==> src/rtl/regfile_writeback.sv <==
// Register-file write-back merger: pipeline results vs. buffered
// long-latency results, plus a pending-register scoreboard for decode.
module regfile_writeback #(
    parameter int DEPTH = 4,
    parameter int CNT_W = $clog2(DEPTH) + 1
) (
    input  logic             clk,
    input  logic             rst_n,
    input  logic             pipe_wr_en,
    input  logic [4:0]       pipe_wr_reg,
    input  logic [31:0]      pipe_wr_data,
    input  logic             lat_valid,
    output logic             lat_ready,
    input  logic [4:0]       lat_reg,
    input  logic [31:0]      lat_data,
    input  logic             issue_en,
    input  logic [4:0]       issue_reg,
    input  logic [4:0]       chk1_reg,
    input  logic [4:0]       chk2_reg,
    output logic             chk1_busy,
    output logic             chk2_busy,
    output logic             wr_en,
    output logic [4:0]       wr_reg,
    output logic [31:0]      wr_data,
    output logic [CNT_W-1:0] fifo_count,
    output logic             err_unexpected
);

    localparam int PTR_W = $clog2(DEPTH);
    localparam logic [CNT_W-1:0] FULL = CNT_W'(DEPTH);

    logic [4:0]       q_reg  [DEPTH];
    logic [31:0]      q_data [DEPTH];
    logic [PTR_W-1:0] wr_ptr;
    logic [PTR_W-1:0] rd_ptr;
    logic [31:0]      pending;
    logic [31:0]      pending_nxt;

    logic accept;
    logic push;
    logic pipe_go;
    logic pop;
    logic [4:0] head_reg;

    assign lat_ready = (fifo_count < FULL);
    assign accept    = lat_valid && lat_ready;
    // x0 results are acknowledged but never stored.
    assign push      = accept && (lat_reg != 5'd0);
    assign pipe_go   = pipe_wr_en && (pipe_wr_reg != 5'd0);
    assign pop       = !pipe_go && (fifo_count != '0);
    assign head_reg  = q_reg[rd_ptr];

    assign chk1_busy = pending[chk1_reg];
    assign chk2_busy = pending[chk2_reg];

    // Scoreboard next state: clear on pop, then set on issue so set wins.
    always_comb begin
        pending_nxt = pending;
        if (pop) begin
            pending_nxt[head_reg] = 1'b0;
        end
        if (issue_en) begin
            pending_nxt[issue_reg] = 1'b1;
        end
        pending_nxt[0] = 1'b0;
    end

    // FIFO payload storage; contents are only meaningful below fifo_count.
    always_ff @(posedge clk) begin
        if (push) begin
            q_reg[wr_ptr]  <= lat_reg;
            q_data[wr_ptr] <= lat_data;
        end
    end

    // FIFO pointers and occupancy.
    always_ff @(posedge clk or negedge rst_n) begin
        if (!rst_n) begin
            wr_ptr     <= '0;
            rd_ptr     <= '0;
            fifo_count <= '0;
        end else begin
            if (push) begin
                wr_ptr <= wr_ptr + 1'b1;
            end
            if (pop) begin
                rd_ptr <= rd_ptr + 1'b1;
            end
            unique case ({push, pop})
                2'b10:   fifo_count <= fifo_count + 1'b1;
                2'b01:   fifo_count <= fifo_count - 1'b1;
                default: fifo_count <= fifo_count;
            endcase
        end
    end

    // Write-port arbitration: pipeline first, then FIFO head.
    always_ff @(posedge clk or negedge rst_n) begin
        if (!rst_n) begin
            wr_en   <= 1'b0;
            wr_reg  <= '0;
            wr_data <= '0;
        end else if (pipe_go) begin
            wr_en   <= 1'b1;
            wr_reg  <= pipe_wr_reg;
            wr_data <= pipe_wr_data;
        end else if (pop) begin
            wr_en   <= 1'b1;
            wr_reg  <= head_reg;
            wr_data <= q_data[rd_ptr];
        end else begin
            wr_en   <= 1'b0;
        end
    end

    // Pending bits and the sticky unexpected-result flag.
    always_ff @(posedge clk or negedge rst_n) begin
        if (!rst_n) begin
            pending        <= '0;
            err_unexpected <= 1'b0;
        end else begin
            pending <= pending_nxt;
            if (accept && !pending[lat_reg]) begin
                err_unexpected <= 1'b1;
            end
        end
    end

endmodule

==> config.mk <==
export PLATFORM = sky130hd
export DESIGN_NAME = regfile_writeback
export DESIGN_NICKNAME = d
export VERILOG_FILES = /design/src/rtl/regfile_writeback.sv
export SDC_FILE = /design/constraint.sdc
export NUM_CORES = 1
export LEC_CHECK = 0
export ABC_AREA = 1
export CAP_MARGIN = 40
export CELL_PAD_IN_SITES_DETAIL_PLACEMENT = 0
export CELL_PAD_IN_SITES_GLOBAL_PLACEMENT = 1
export CORE_AREA = 5 5 157 159
export CTS_BUF_LIST = sky130_fd_sc_hd__clkbuf_8
export DETAILED_ROUTE_END_ITERATION = 16
export DIE_AREA = 0 0 162 164
export PLACE_DENSITY = 0.88
export SKIP_LAST_GASP = 1
export SYNTH_ARGS = -nofsm -noshare
export SYNTH_HDL_FRONTEND = slang
export SYNTH_SLANG_ARGS = --single-unit
==> constraint.sdc <==
create_clock -name clk -period 3.7 [get_ports clk]
set_clock_uncertainty 0.15 [all_clocks]
set_input_delay 0.74 -clock clk [delete_from_list [all_inputs] [get_ports clk]]
set_output_delay 0.74 -clock clk [all_outputs]
set_load 0.02 [all_outputs]
# After elaboration in Yosys (flattened, before gate mapping)
# Memories as Yosys holds them, arrays and structs flattened.
# Index checks and enable logic that the tools add are counted.
# Widths: inputs -> output; s select.
[classes]
add_sub_neg = 4
reduce_logical = 14
n_bitwise = 3
n_eq_ne = 2
order_cmp = 8
n_mux = 21
[op_table]
columns = ["op", "count"]
rows = [
  ["$mux 32", 4],
  ["$and 32x32->32", 1],
  ["$not 32->32", 1],
  ["$or 32x32->32", 1],
  ["$lt 5x6->1 const B", 5],
  ["$bmux 1 s5", 3],
  ["$demux 1 s5", 2],
  ["$ge 5x1->1 const B", 2],
  ["$mux 5", 2],
  ["$reduce_bool 5->1", 2],
  ["$mux 1", 9],
  ["$logic_and 1x1->1", 7],
  ["$pmux 3 s2", 1],
  ["$add 2x1->2 const B", 2],
  ["$reduce_bool 2->1", 2],
  ["$add 3x1->3 const B", 1],
  ["$lt 3x3->1 const B", 1],
  ["$reduce_bool 3->1", 1],
  ["$sub 3x1->3 const B", 1],
  ["$eq 2x1->1 const B", 1],
  ["$eq 2x2->1 const B", 1],
  ["$logic_not 1->1", 2],
]
[word_totals]
in_bits = 94
memories = 2
ram_bits = 148
out_inout_bits = 45
elab_cells = 62
regBits = 77
[mem_list]
columns = ["name", "words", "width", "rd", "rd_ports_with_merged_regs", "write_ports", "line", "text"]
rows = [
  ["q_data", 4, 32, 1, 0, 1, "33", "logic [31:0] q_data [DEPTH];"],
  ["q_reg", 4, 5, 1, 0, 1, "32", "logic [4:0] q_reg [DEPTH];"],
]

# Logic depth before layout (Yosys ltp)
# Gate-level depths: netlist (run 1).
# An unclocked memory read counts as a cell.
[depth]
ltp_word = 10
ltp_mapped = 13
ltp_nobuf = 12

# Worst setup path before layout (run 1)
# Ideal clock, no wire load.
[synth_timing]
path_kind = "in2reg"
start = "input lat_reg[1]"
end = "memory q_data[0][0], enable pin"
n_path_buf = 1
setup_ns = 0.431
required_ns = 3.119
cell_stages = 5
setup_slack_ns = 0.222
arrival_time_ns = 2.897
cell_sequence = "clkbuf_1 > inv_2 > nand4_1 > o21ai_2 > nor2_1"
[synth_via]
elab_chain_cells = 4
[synth_lines]
columns = ["element", "line", "text"]
rows = [
  ["start: declaration", "14", "input logic [4:0] lat_reg,"],
  ["$reduce_bool 5->1", "48", "assign push = accept && (lat_reg != 5'd0);"],
  ["$logic_and 1x1->1", "48", ""],
  ["$mux 1", "70", "if (push) begin"],
  ["$mux 1 (not written as such)", "72", "q_data[wr_ptr] <= lat_data;"],
  ["end: declaration", "33", ""],
]
# No other way between the ends.

# Worst setup path in the final report (run 1)
[layout_timing]
start = "input chk1_reg[1]"
end = "output chk1_busy"
[layout_via]
elab_chain_cells = 2
[layout_lines]
columns = ["element", "line", "text"]
rows = [
  ["start: declaration", "18", "input logic [4:0] chk1_reg,"],
  ["$bmux 1 s5", "53", "assign chk1_busy = pending[chk1_reg];"],
  ["$mux 1 (not written as such)", "53", ""],
  ["end: declaration", "20", "output logic chk1_busy,"],
]
# No other way between the ends. The select of a mux whose other input is x is not followed.

==> run summary, run 1 <==
The largest net degree at the start of global routing came out at 59. Summed over all layers, the routed wires come to 26200 um. Buffers added to address setup during post-CTS repair amount to 0. The floorplan core area is 0.0231 sq mm. The area of the die is 0.0266 sq mm. The worst hold path belongs to the class reg -> reg. The DRC violation count after routing came out at 0. The post-synth design cell area came out at 0.0100 sq mm. In this run, distinct cell masters in the synthesized netlist total 30.

q_data holds more flip-flops than any other register. Static timing analysis puts the maximum clock frequency at 287 MHz. The fraction of the cycle the final worst path needs came out at 94.2%. The total of flip-flops plus latches after synthesis is 225. The clock latency on the worst-skew pair is 0.54 ns. The largest registers in the layout are q_data (128), wr_data (32), pending (31).

The net load switching power is 0.00356 W. The leakage power of the design is 5.01 nW. For this block, the initial DRC count from the detailed router was 623. For this run, the share of the core covered by cells in the final layout is 54.2%. The vias after detailed routing came out at 7890.

The CTS buffer count came out at 38. The register with the most flip-flops in the layout has 128 of them. The total global routing overflow came out at 0.

The biggest cell delay along the critical path is 0.53 ns. The met1 usage is 26.5%. The worst supply voltage drop on vdd is 0.000345 V.

The shortest period the worst path allows came out at 3.48 ns. The number of nets with antenna violations after routing came out at 0. The number of iterations in the first detailed-routing pass came out at 5. TritonCTS built the clock tree.

The HPWL after detailed placement is 17200 um. After synthesis, flip-flops and latches occupy 63.7% of the total area. STA classifies the critical path endpoint as an output port. For this run, the post-layout net count is 1280. STA classifies the critical path startpoint as an input pin. The total count of max-transition violations in the final report came out at 0. The combinational group share of total power is 36.6%.

The met2 capacity usage during global routing is 31.7%. The number of warnings issued by yosys is 0. The data arrival at the endpoint of the critical path is 2.59 ns. Global routing consumed, over all layers together, 19.5% of the routing resources. The internal power consumption came out at 0.00560 W. After clock tree synthesis, the clock-pin slew on the worst setup and hold paths is 0.06 ns.

The layer flagged by global routing as most heavily used is met2. The congestion estimate from routability-driven global placement came to 0.909. The post-synthesis net count came out at 1120.

The number of failing hold endpoints at the final stage is 0. Of the total power, the share spent switching nets is 38.9%. The tree is rooted in a sky130_fd_sc_hd__clkbuf_8. The share of post-route cells with drive strength above 1 is 9.92%. The max-cap check violation count came out at 0. The area overhead of the layout relative to synthesis is 25.5%. The global-route wire length before repair is 40700 um. Global routing used 4.44% of the available met3 tracks. The initial cell density of the core is 43.2%. The type of the worst setup path is in -> out.

The critical path data required time came out at 2.81 ns. For this design, the slowest cell found on the critical path is sky130_fd_sc_hd__clkdlybuf4s50_1. Setup repair after global routing left no endpoint under its margin. The height of the die is 164 um.

The power share of the clock group is 22.3%. The power density over cell area came out at 731 mW/mm^2. In the layout the commonest cells are 242 x sky130_fd_sc_hd__nand2_1, 148 x sky130_fd_sc_hd__edfxtp_1, 137 x sky130_fd_sc_hd__clkdlybuf4s50_1. The number of antenna violations at the first check in global routing is 0. The number of antenna diodes is 0.

The count of standard-cell rows is 56. The number of top-level pins is 139. The floorplan step set the die width to 162 um. The number of levels in the clock H-tree came out at 2.

The clock tree buffer depth is 3. The synthesized instance count is 1020. Sequential cells burn 41.1% of the power. The maximum fanout count along the critical path is 7. After detailed routing, the number of vias per cell comes to 5.26.

The flow ran to the end, and the final reports show no timing, DRC or antenna violations. The post-route setup TNS came out at 0 ns. The number of clock sinks is 225. A synthesized cell averages 9.80 sq um. The signal on the critical path passes through clkdlybuf4s50_1, inv_1, a21oi_1, o21ai_0, nand3_1, nand2_1, nand2_1, nand3_1, and2_1, clkdlybuf4s50_1. The via count of the first global-routing pass is 7637.

The number of failing setup endpoints in the final timing report is 0. For the pin with the worst max-slew slack, the measured transition is 0.747 ns. Buffers placed on the I/O ports in this run total 138. In this run the tightest slew margin relative to its limit is 50.2%. Leaving out fill and tap cells, the most frequent cell in the layout is sky130_fd_sc_hd__nand2_1.

The post-detailed-route wirelength per cell came out at 17.4 um.
-- power by group through the flow --
stage	clock (W)	sequential, W	combinational [W]
floorplan	0	0.00388	0.00190
global placement	0	0.00378	0.00331
detailed placement	0	0.00379	0.00338
CTS	0.00210	0.00375	0.00339
global route	0.00222	0.00382	0.00374
finish	0.00205	0.00377	0.00335
-- critical path: cells and delay by family --
family	cells	cell delay [ns]
AOI/OAI and AO/OA	2	0.25
buffers and inverters	3	1.21
and+or+nand+nor	5	0.40
-- routing by layer --
metal / vias up / share of wire (%) / routed length, um
li1: 3810 / - / -
met1: 3767 / 45 / 11700
met2: 267 / 47 / 12200
met3: 46 / 6.6 / 1720
met4: 0 / 2.0 / 533
met5: - / 0 / 0
-- path summary, 6_finish.rpt --
check | cells after the start | from | slack [ns] | to
max in group asynchronous | 3 | rst_n | 2.24 | pending[29]
setup / recovery | 10 | chk1_reg[1] | 0.22 | chk1_busy
hold reg to reg | 2 | pending[5] | 0.33 | pending[5]
hold / removal | 2 | pending[5] | 0.33 | pending[5]
setup reg to reg | 6 | rd_ptr[0] | 1.21 | wr_data[13]
min in group asynchronous | 2 | rst_n | 0.56 | wr_data[7]
-- logic make-up after synthesis --
kind of cell	synth area share (%)
AO/OA/AOI/OAI	12.1
XOR/XNOR	0.351
AND/OR/NAND/NOR	17.9
flip-flops	63.7
buffers and inverters	5.17
adder cells (fa/ha/maj)	0.826
-- what timing repair did --
action,4_1_cts,5_1_grt
hold buffers,1,0
hold endpoints to repair,23,0
gates resized for setup,0,0
-- synthesized netlist by cell type (all sizes together) --
master	number	share of area, %
o21ai	140	7.0
o221ai	1	0.088
inv	80	3.0
buf	26	1.4
dfrtp	77	19
edfxtp	148	44
o22ai	29	1.8
ha	5	0.63
nand2	251	9.7
o211ai	7	0.53
a21o	1	0.075
a21oi	50	2.5
and2	1	0.063
nand4	1	0.063
clkbuf	20	0.75
nand3	69	3.5
nor2	96	4.0
nand3b	1	0.075
xnor2	1	0.088
xor2	3	0.26
fa	1	0.20
nor3	12	0.60
-- metrics by stage --
stage | cells | setup WS, ns | total power (W) | cell area (sq um) | hold slack [ns]
2_1_floorplan | 1020 | 0.222 | 0.00578 | 10000 | 0.291
3_3_place_gp | 1427 | 0.242 | 0.00709 | 11800 | 0.308
3_5_place_dp | 1429 | 0.221 | 0.00717 | 11800 | 0.310
4_1_cts | 1500 | 0.209 | 0.00924 | 12500 | 0.323
5_1_grt | 1500 | 0.0673 | 0.00978 | 12500 | 0.336
6_report | 1500 | 0.216 | 0.00916 | 12500 | 0.327
-- final cells by class --
class / count / area (sq um)
clock buffers: 43 / 592
clock inverters: 27 / 129
fillers: 2055 / 10600
inverters: 80 / 300
multi-input cells: 669 / 3140
flip-flops and latches: 225 / 6370
well taps: 290 / 363
repair buffers: 166 / 1650
Power figures use the tool's default switching activity.
==> run 2, diff against run 1 <==
--- a/config.mk
+++ b/config.mk
@@ -6,13 +6,14 @@
 export NUM_CORES = 1
 export LEC_CHECK = 0
 export ABC_AREA = 1
-export CAP_MARGIN = 40
+export CAP_MARGIN = 20
 export CELL_PAD_IN_SITES_DETAIL_PLACEMENT = 0
 export CELL_PAD_IN_SITES_GLOBAL_PLACEMENT = 1
 export CORE_AREA = 5 5 157 159
 export CTS_BUF_LIST = sky130_fd_sc_hd__clkbuf_8
 export DETAILED_ROUTE_END_ITERATION = 16
 export DIE_AREA = 0 0 162 164
+export GPL_ROUTABILITY_DRIVEN = 1
 export PLACE_DENSITY = 0.88
 export SKIP_LAST_GASP = 1
 export SYNTH_ARGS = -nofsm -noshare
==> run summary, run 2 (synthesized netlist as in run 1, its figures left out) <==
The DRC violation count after routing came out at 0. In the final layout, the share of cells above drive strength 1 is 10.0%. Along the worst hold path, the cell count comes to 2. In this run the critical register-to-register path is launched from rd_ptr[0]. The vias after detailed routing is 7861. The post-detailed-route wirelength per cell is 17.4 um.

The number of flip-flops in the largest register came out at 128. The library cell used most frequently in the layout, excluding fill and tap cells, is sky130_fd_sc_hd__nand2_1. The HPWL after detailed placement came out at 16900 um. The footprint of the flip-flops and latches came out at 0.00637 sq mm. The area overhead of the layout relative to synthesis is 25.5%. Leaving out fill and tap cells, the most frequent cells in the layout are 242 x sky130_fd_sc_hd__nand2_1, 148 x sky130_fd_sc_hd__edfxtp_1, 137 x sky130_fd_sc_hd__clkdlybuf4s50_1. The first TritonRoute pass finished after 5 iterations.

The count of standard-cell rows came out at 56. The largest registers in the layout are q_data (128), wr_data (32), pending (31). More flip-flops sit in one register than any other, and that register is q_data. The number of antenna diodes is 0. The total global routing overflow is 0. The die covers 0.0266 sq mm. The startpoint identified for the worst hold timing path is pending[20]. The CTS buffer count came out at 39. The ratio of routed vias to standard cells is 5.24. The transition time of the tightest slew-check pin is 0.920 ns. The number of input and output port buffers inserted came out at 138. The global-route wire length before repair is 40900 um.

The number of levels in the clock H-tree came out at 2. On the final layout, the worst hold slack is 0.316 ns. The class of the worst hold path is reg -> reg. Across the run, the number of max-cap violations was 0. The largest net degree at the start of global routing came out at 78. The clock tree buffer depth came out at 3.

Summed over all failing endpoints, the final setup total negative slack is 0 ns. The worst supply voltage drop on vdd is 0.000380 V. The height of the die came out at 164 um. The flow ran to the end, and the final reports show no timing, DRC or antenna violations. The critical path in this run is classified as in -> out. The total track usage came out at 19.5%. The cell sitting at the root of the clock tree is a sky130_fd_sc_hd__clkbuf_8. The number of failing setup endpoints in the final timing report came out at 0. The leakage power of the design came out at 4.99 nW. The floorplan core area came out at 0.0231 sq mm. The power density over cell area came out at 735 mW/mm^2.

The via count of the first global-routing pass was 7590. The flop-to-flop setup slack came out at 1.21 ns. The net total in the final layout is 1280. During I/O placement, the number of pins put on the boundary was 139. The shortest period the worst path allows is 3.51 ns. The critical path data required time came out at 2.81 ns. Setup repair after global routing left no endpoint under its margin. Of all nets on the critical path, the largest fanout is 7. After the first detailed-routing iteration, the DRC count stood at 680. The layout filler cell count came out at 2002. The endpoint of the worst-slack reg-to-reg timing path is pending[18]. The CTS clock-pin slew for the worst setup and hold paths is 0.05 ns. Timing would allow up to 285 MHz. The number of nets with antenna violations after routing came out at 0. From left edge to right edge, the die measures 162 um. The initial cell density of the core is 43.2%. The number of clock sinks came out at 225. The data arrival at the endpoint of the critical path came out at 2.62 ns. The total count of max-transition violations in the final report is 0. The element type at the critical path start is an input pin.

At the later pin of the worst-skew pair, clock insertion delay measures 0.53 ns. In the final layout, the multi-input gates occupy 0.00314 sq mm. The number of failing hold endpoints at the final stage is 0. The worst max-slew margin expressed relative to the limit came out at 38.2%.

The fraction of the cycle the final worst path needs came out at 94.9%. The number of antenna violations at the first check in global routing is 0. At the end of routability-driven placement, the weighted congestion stood at 0.909.

STA classifies the critical path endpoint as an output port. For this block, the routed nets add up to 26100 um of wire. TritonCTS built the clock tree. The number of cells on the worst reg-to-reg path is 9. The worst hold path terminates at pending[20].
[run 2: cell types whose count changed in the layout (fill, tap and decap cells not counted)]
cell and change:
sky130_fd_sc_hd__inv_1 -10, sky130_fd_sc_hd__bufinv_16 +1, sky130_fd_sc_hd__inv_6 +2, sky130_fd_sc_hd__clkinvlp_4 -2
sky130_fd_sc_hd__clkinv_8 -1, sky130_fd_sc_hd__inv_8 -1, sky130_fd_sc_hd__clkinv_2 +3, sky130_fd_sc_hd__clkinv_1 +8
sky130_fd_sc_hd__buf_2 -1
[run 2: worst max-delay path by stage]
stage | slack (ns) | depth (start not counted) | startpoint | end
floorplan | 0.22 | 5 | lat_reg[1] | q_data[0][0]
global placement | 0.24 | 10 | chk2_reg[0] | chk2_busy
detailed placement | 0.23 | 10 | chk2_reg[0] | chk2_busy
CTS | 0.20 | 10 | chk1_reg[1] | chk1_busy
global route | 0.04 | 10 | chk1_reg[1] | chk1_busy
finish | 0.19 | 10 | chk1_reg[1] | chk1_busy
[run 2: routing by layer]
| layer | GRT usage (%) | vias up | wire [um] |
|---|---|---|---|
| li1 | - | 3810 | - |
| met1 | 27.3 | 3729 | 11600 |
| met3 | 4.19 | 51 | 1990 |
| met2 | 30.8 | 271 | 11800 |
| met5 | 0 | - | 0 |
| met4 | 6.31 | 0 | 703 |
[run 2: power by group]
part	internal (W)	total, W	switching (W)
Combinational	0.00121	0.00335	0.00215
Clock	0.00114	0.00211	0.000967
Sequential	0.00332	0.00376	0.000443
Total	0.00567	0.00923	0.00356
[run 2: worst max-delay path, stage by stage]
cell	delay (ns)
sky130_fd_sc_hd__clkdlybuf4s50_1	0.53
sky130_fd_sc_hd__inv_1	0.15
sky130_fd_sc_hd__a21oi_1	0.15
sky130_fd_sc_hd__o21ai_0	0.10
sky130_fd_sc_hd__nand3_1	0.08
sky130_fd_sc_hd__nand2_1	0.06
sky130_fd_sc_hd__nand2_1	0.05
sky130_fd_sc_hd__nand3_1	0.06
sky130_fd_sc_hd__and2_1	0.15
sky130_fd_sc_hd__clkdlybuf4s50_1	0.53
[run 2: final cells by class]
type                            count  area share [%]
Inverter                           80            2.39
Tap cell                          290            2.89
Timing Repair Buffer              165            13.1
Sequential cell                   225            50.8
Multi-Input combinational cell    669            25.0
Clock buffer                       43            4.72
Clock inverter                     27            1.13
[run 2: per-stage QoR]
| step | instances | instance area, sq um | total power (W) | worst slack, ns | utilization (%) |
|---|---|---|---|---|---|
| 2_1_floorplan | 1020 | 10000 | 0.00578 | 0.222 | - |
| 3_3_place_gp | 1427 | 11800 | 0.00709 | 0.242 | 50.9 |
| 3_5_place_dp | 1427 | 11800 | 0.00716 | 0.225 | 50.9 |
| 4_1_cts | 1497 | 12500 | 0.00929 | 0.204 | 54.1 |
| 5_1_grt | 1499 | 12500 | 0.00985 | 0.0353 | 54.3 |
| 6_report | 1499 | 12500 | 0.00923 | 0.189 | 54.3 |
[run 2: repair_timing]
item,4_1_cts,5_1_grt
resized for setup,0,0
hold buffers,0,1
buffers inserted,0,0
endpoints found under the hold margin,0,13
==> run 3, diff against run 2 <==
--- a/config.mk
+++ b/config.mk
@@ -9,12 +9,12 @@
 export CAP_MARGIN = 20
 export CELL_PAD_IN_SITES_DETAIL_PLACEMENT = 0
 export CELL_PAD_IN_SITES_GLOBAL_PLACEMENT = 1
-export CORE_AREA = 5 5 157 159
+export CORE_AREA = 5 5 165 167
 export CTS_BUF_LIST = sky130_fd_sc_hd__clkbuf_8
 export DETAILED_ROUTE_END_ITERATION = 16
-export DIE_AREA = 0 0 162 164
+export DIE_AREA = 0 0 170 172
 export GPL_ROUTABILITY_DRIVEN = 1
-export PLACE_DENSITY = 0.88
+export PLACE_DENSITY = 0.84
 export SKIP_LAST_GASP = 1
 export SYNTH_ARGS = -nofsm -noshare
 export SYNTH_HDL_FRONTEND = slang
==> constraint.sdc (replaced) <==
create_clock -name clk -period 3 [get_ports clk]
set_clock_uncertainty 0.15 [all_clocks]
set_input_delay 0.6 -clock clk [delete_from_list [all_inputs] [get_ports clk]]
set_output_delay 0.6 -clock clk [all_outputs]
set_load 0.02 [all_outputs]
==> run summary, run 3 (synthesized netlist as in run 1, its figures left out) <==
The number of top-level pins came out at 139. Across every metal layer, demand over resource in global routing totals 18.4%. The DRC violation count after routing is 0. The tool flagged a number of max-cap violations equal to 0. In the final layout, the share of cells above drive strength 1 is 10.9%.

The data arrival at the endpoint of the critical path came out at 2.02 ns. The count of buffer and inverter cells on the critical path is 3. The area overhead of the layout relative to synthesis came out at 26.9%. The path class of the tightest hold or removal check is in -> async.

Setup repair after global routing left no endpoint under its margin. The maximum frequency from static timing analysis came out at 362 MHz. The via count of the first global-routing pass was 7836. The total count of max-transition violations in the final report is 0. The critical path's top delay family is buffers and inverters. The element type at the critical path start is an input pin. The initialized floorplan defines 59 standard-cell rows. The ratio of routed vias to standard cells is 5.04. Traced cell by cell, the critical path runs through clkdlybuf4s50_1, buf_12, a21oi_1, o21ai_0, nand3_1, nand2_1, nand2_1, nand3_1, and2_1, clkbuf_2. The core region is 0.0256 sq mm. Leaving out fill and tap cells, the most frequent cell in the layout is sky130_fd_sc_hd__nand2_1. The die width is 170 um. The routed wire length came out at 26900 um.

The power density over cell area came out at 890 mW/mm^2. The fraction of the cycle the final worst path needs is 92.2%. The number of nets with antenna violations after routing came out at 0. The number of antenna violations at the first check in global routing is 2. The worst setup path is of the in -> out kind. The shortest period the worst path allows is 2.77 ns. The leakage power of the design is 5.04 nW.

The number of iterations in the first detailed-routing pass is 5. In the final layout, the registers with the most flip-flops are q_data (128), wr_data (32), pending (31). The total overflow left after global routing is 0. The number of failing hold endpoints at the final stage came out at 0. The layout filler cell count is 2311.

The post-detailed-route wirelength per cell came out at 17.3 um. STA puts the critical path data required time at 2.25 ns. For this run, the post-layout net count is 1293. Cells fill 49.5% of the core in the end. The number of clock sinks is 225.

In this run the clock root is driven by a sky130_fd_sc_hd__clkbuf_8. The CTS clock-pin slew for the worst setup and hold paths is 0.06 ns. The number of failing setup endpoints in the final timing report is 0. The final estimated routing congestion in global placement came out at 0.851. The worst supply voltage drop on vdd is 0.000389 V. The largest single stage delay on the critical path is 0.45 ns. In this run, CTS created clock tree buffers numbering 38. TritonCTS built the clock tree.

The HPWL after detailed placement is 17800 um. The post-route setup TNS is 0 ns. The largest net degree at the start of global routing came out at 59. The floorplan step defined a die boundary enclosing 0.0292 sq mm. The initial cell density of the core came out at 39.0%.

The number of input and output port buffers inserted is 138. The library cells used most frequently in the layout, excluding fill and tap cells, are 242 x sky130_fd_sc_hd__nand2_1, 148 x sky130_fd_sc_hd__edfxtp_1, 135 x sky130_fd_sc_hd__clkdlybuf4s50_1. The number of levels in the clock H-tree came out at 2. The transition time of the tightest slew-check pin is 0.823 ns. After the first detailed-routing iteration, the DRC count stood at 582. The worst setup path is captured at an output port. The global-route wire length before repair is 42100 um.

In this run the worst path has a maximum fanout of 31. Summing over every cut layer, the via total after detailed routing is 7842. Hold repair after CTS inserted 0 buffers. The clock latency on the worst-skew pair is 0.52 ns.

The height of the die came out at 172 um. The worst max-slew margin expressed relative to the limit came out at 45.2%. The register with the most flip-flops in the final layout is q_data.

The run finished with clean final reports. Hold is met by 0.00961 ns. The clock tree buffer depth is 3.

On the critical path, the stage with the largest delay is an instance of sky130_fd_sc_hd__clkdlybuf4s50_1. The number of flip-flops in the largest register is 128.
## run 3: changes by cell type in the layout (fill, tap and decap cells not counted)
cell	change
sky130_fd_sc_hd__clkinvlp_4	+1
sky130_fd_sc_hd__clkdlybuf4s50_1	-2
sky130_fd_sc_hd__buf_16	-1
sky130_fd_sc_hd__buf_4	+11
sky130_fd_sc_hd__clkbuf_8	-2
sky130_fd_sc_hd__buf_12	+5
sky130_fd_sc_hd__clkinv_1	-1
sky130_fd_sc_hd__clkinv_2	-1
sky130_fd_sc_hd__dlygate4sd3_1	-1
sky130_fd_sc_hd__diode_2	+1
sky130_fd_sc_hd__inv_6	-2
sky130_fd_sc_hd__inv_1	+4
sky130_fd_sc_hd__clkbuf_2	+2
sky130_fd_sc_hd__bufinv_16	-1
## run 3: worst paths after layout
kind                       slack (ns)       endpoint  depth (start not counted)           from
hold reg to reg                  0.32    pending[12]                          2    pending[12]
max in group asynchronous        2.03     wr_data[8]                          2          rst_n
setup / recovery                 0.23      chk1_busy                         10    chk1_reg[0]
min in group clk                 0.32    pending[12]                          2    pending[12]
setup reg to reg                 0.90  fifo_count[2]                         10  fifo_count[0]
hold / removal                   0.01          wr_en                          1          rst_n
## run 3: final cells by class
cell class	count	area, sq um	area share (%)
sequential	225	6370	50.3
timing repair buffer	179	1780	14.0
tap	335	419	3.31
clock buffer	41	564	4.45
antenna	1	2.50	0.0197
multi-input combinational	669	3140	24.7
clock inverter	27	108	0.849
inverter	80	300	2.37
## run 3: worst reg2reg max path, cell delays in order (launching register included)
cell	delay, ns
sky130_fd_sc_hd__dfrtp_1	0.40
sky130_fd_sc_hd__inv_2	0.06
sky130_fd_sc_hd__nand3_1	0.22
sky130_fd_sc_hd__nand2_2	0.11
sky130_fd_sc_hd__inv_2	0.06
sky130_fd_sc_hd__ha_1	0.14
sky130_fd_sc_hd__inv_1	0.07
sky130_fd_sc_hd__fa_1	0.37
sky130_fd_sc_hd__a21oi_1	0.14
sky130_fd_sc_hd__o21ai_0	0.10
sky130_fd_sc_hd__xor2_1	0.15
## run 3: routing by layer
metal | GRT usage [%] | wire length, um
met2 | 31.3 | 12900
met4 | 5.69 | 658
met5 | 0 | 18
met1 | 23.7 | 11300
met3 | 3.98 | 1960
## run 3: timing repair
action / in CTS / in global routing
resized for setup: 2 / 4
cloned: 0 / 0
setup endpoints to repair: 2 / 2
setup buffers: 0 / 0
## run 3: metrics by stage
step | total power (W) | setup slack [ns] | instance area (sq um) | instances
2_1_floorplan | 0.00713 | -0.338 | 10000 | 1020
3_3_place_gp | 0.00886 | -0.185 | 12000 | 1488
3_5_place_dp | 0.00895 | -0.201 | 12000 | 1488
4_1_cts | 0.0114 | 0.0572 | 12700 | 1556
5_1_grt | 0.0120 | 0.0316 | 12700 | 1557
6_report | 0.0113 | 0.234 | 12700 | 1557
## run 3: report_power, final
part           leakage [nW]  internal [W]  switching (W)
combinational          2.38       0.00156        0.00276
clock                 0.401       0.00125        0.00116
sequential             2.26       0.00409       0.000464
total                  5.04       0.00691        0.00438
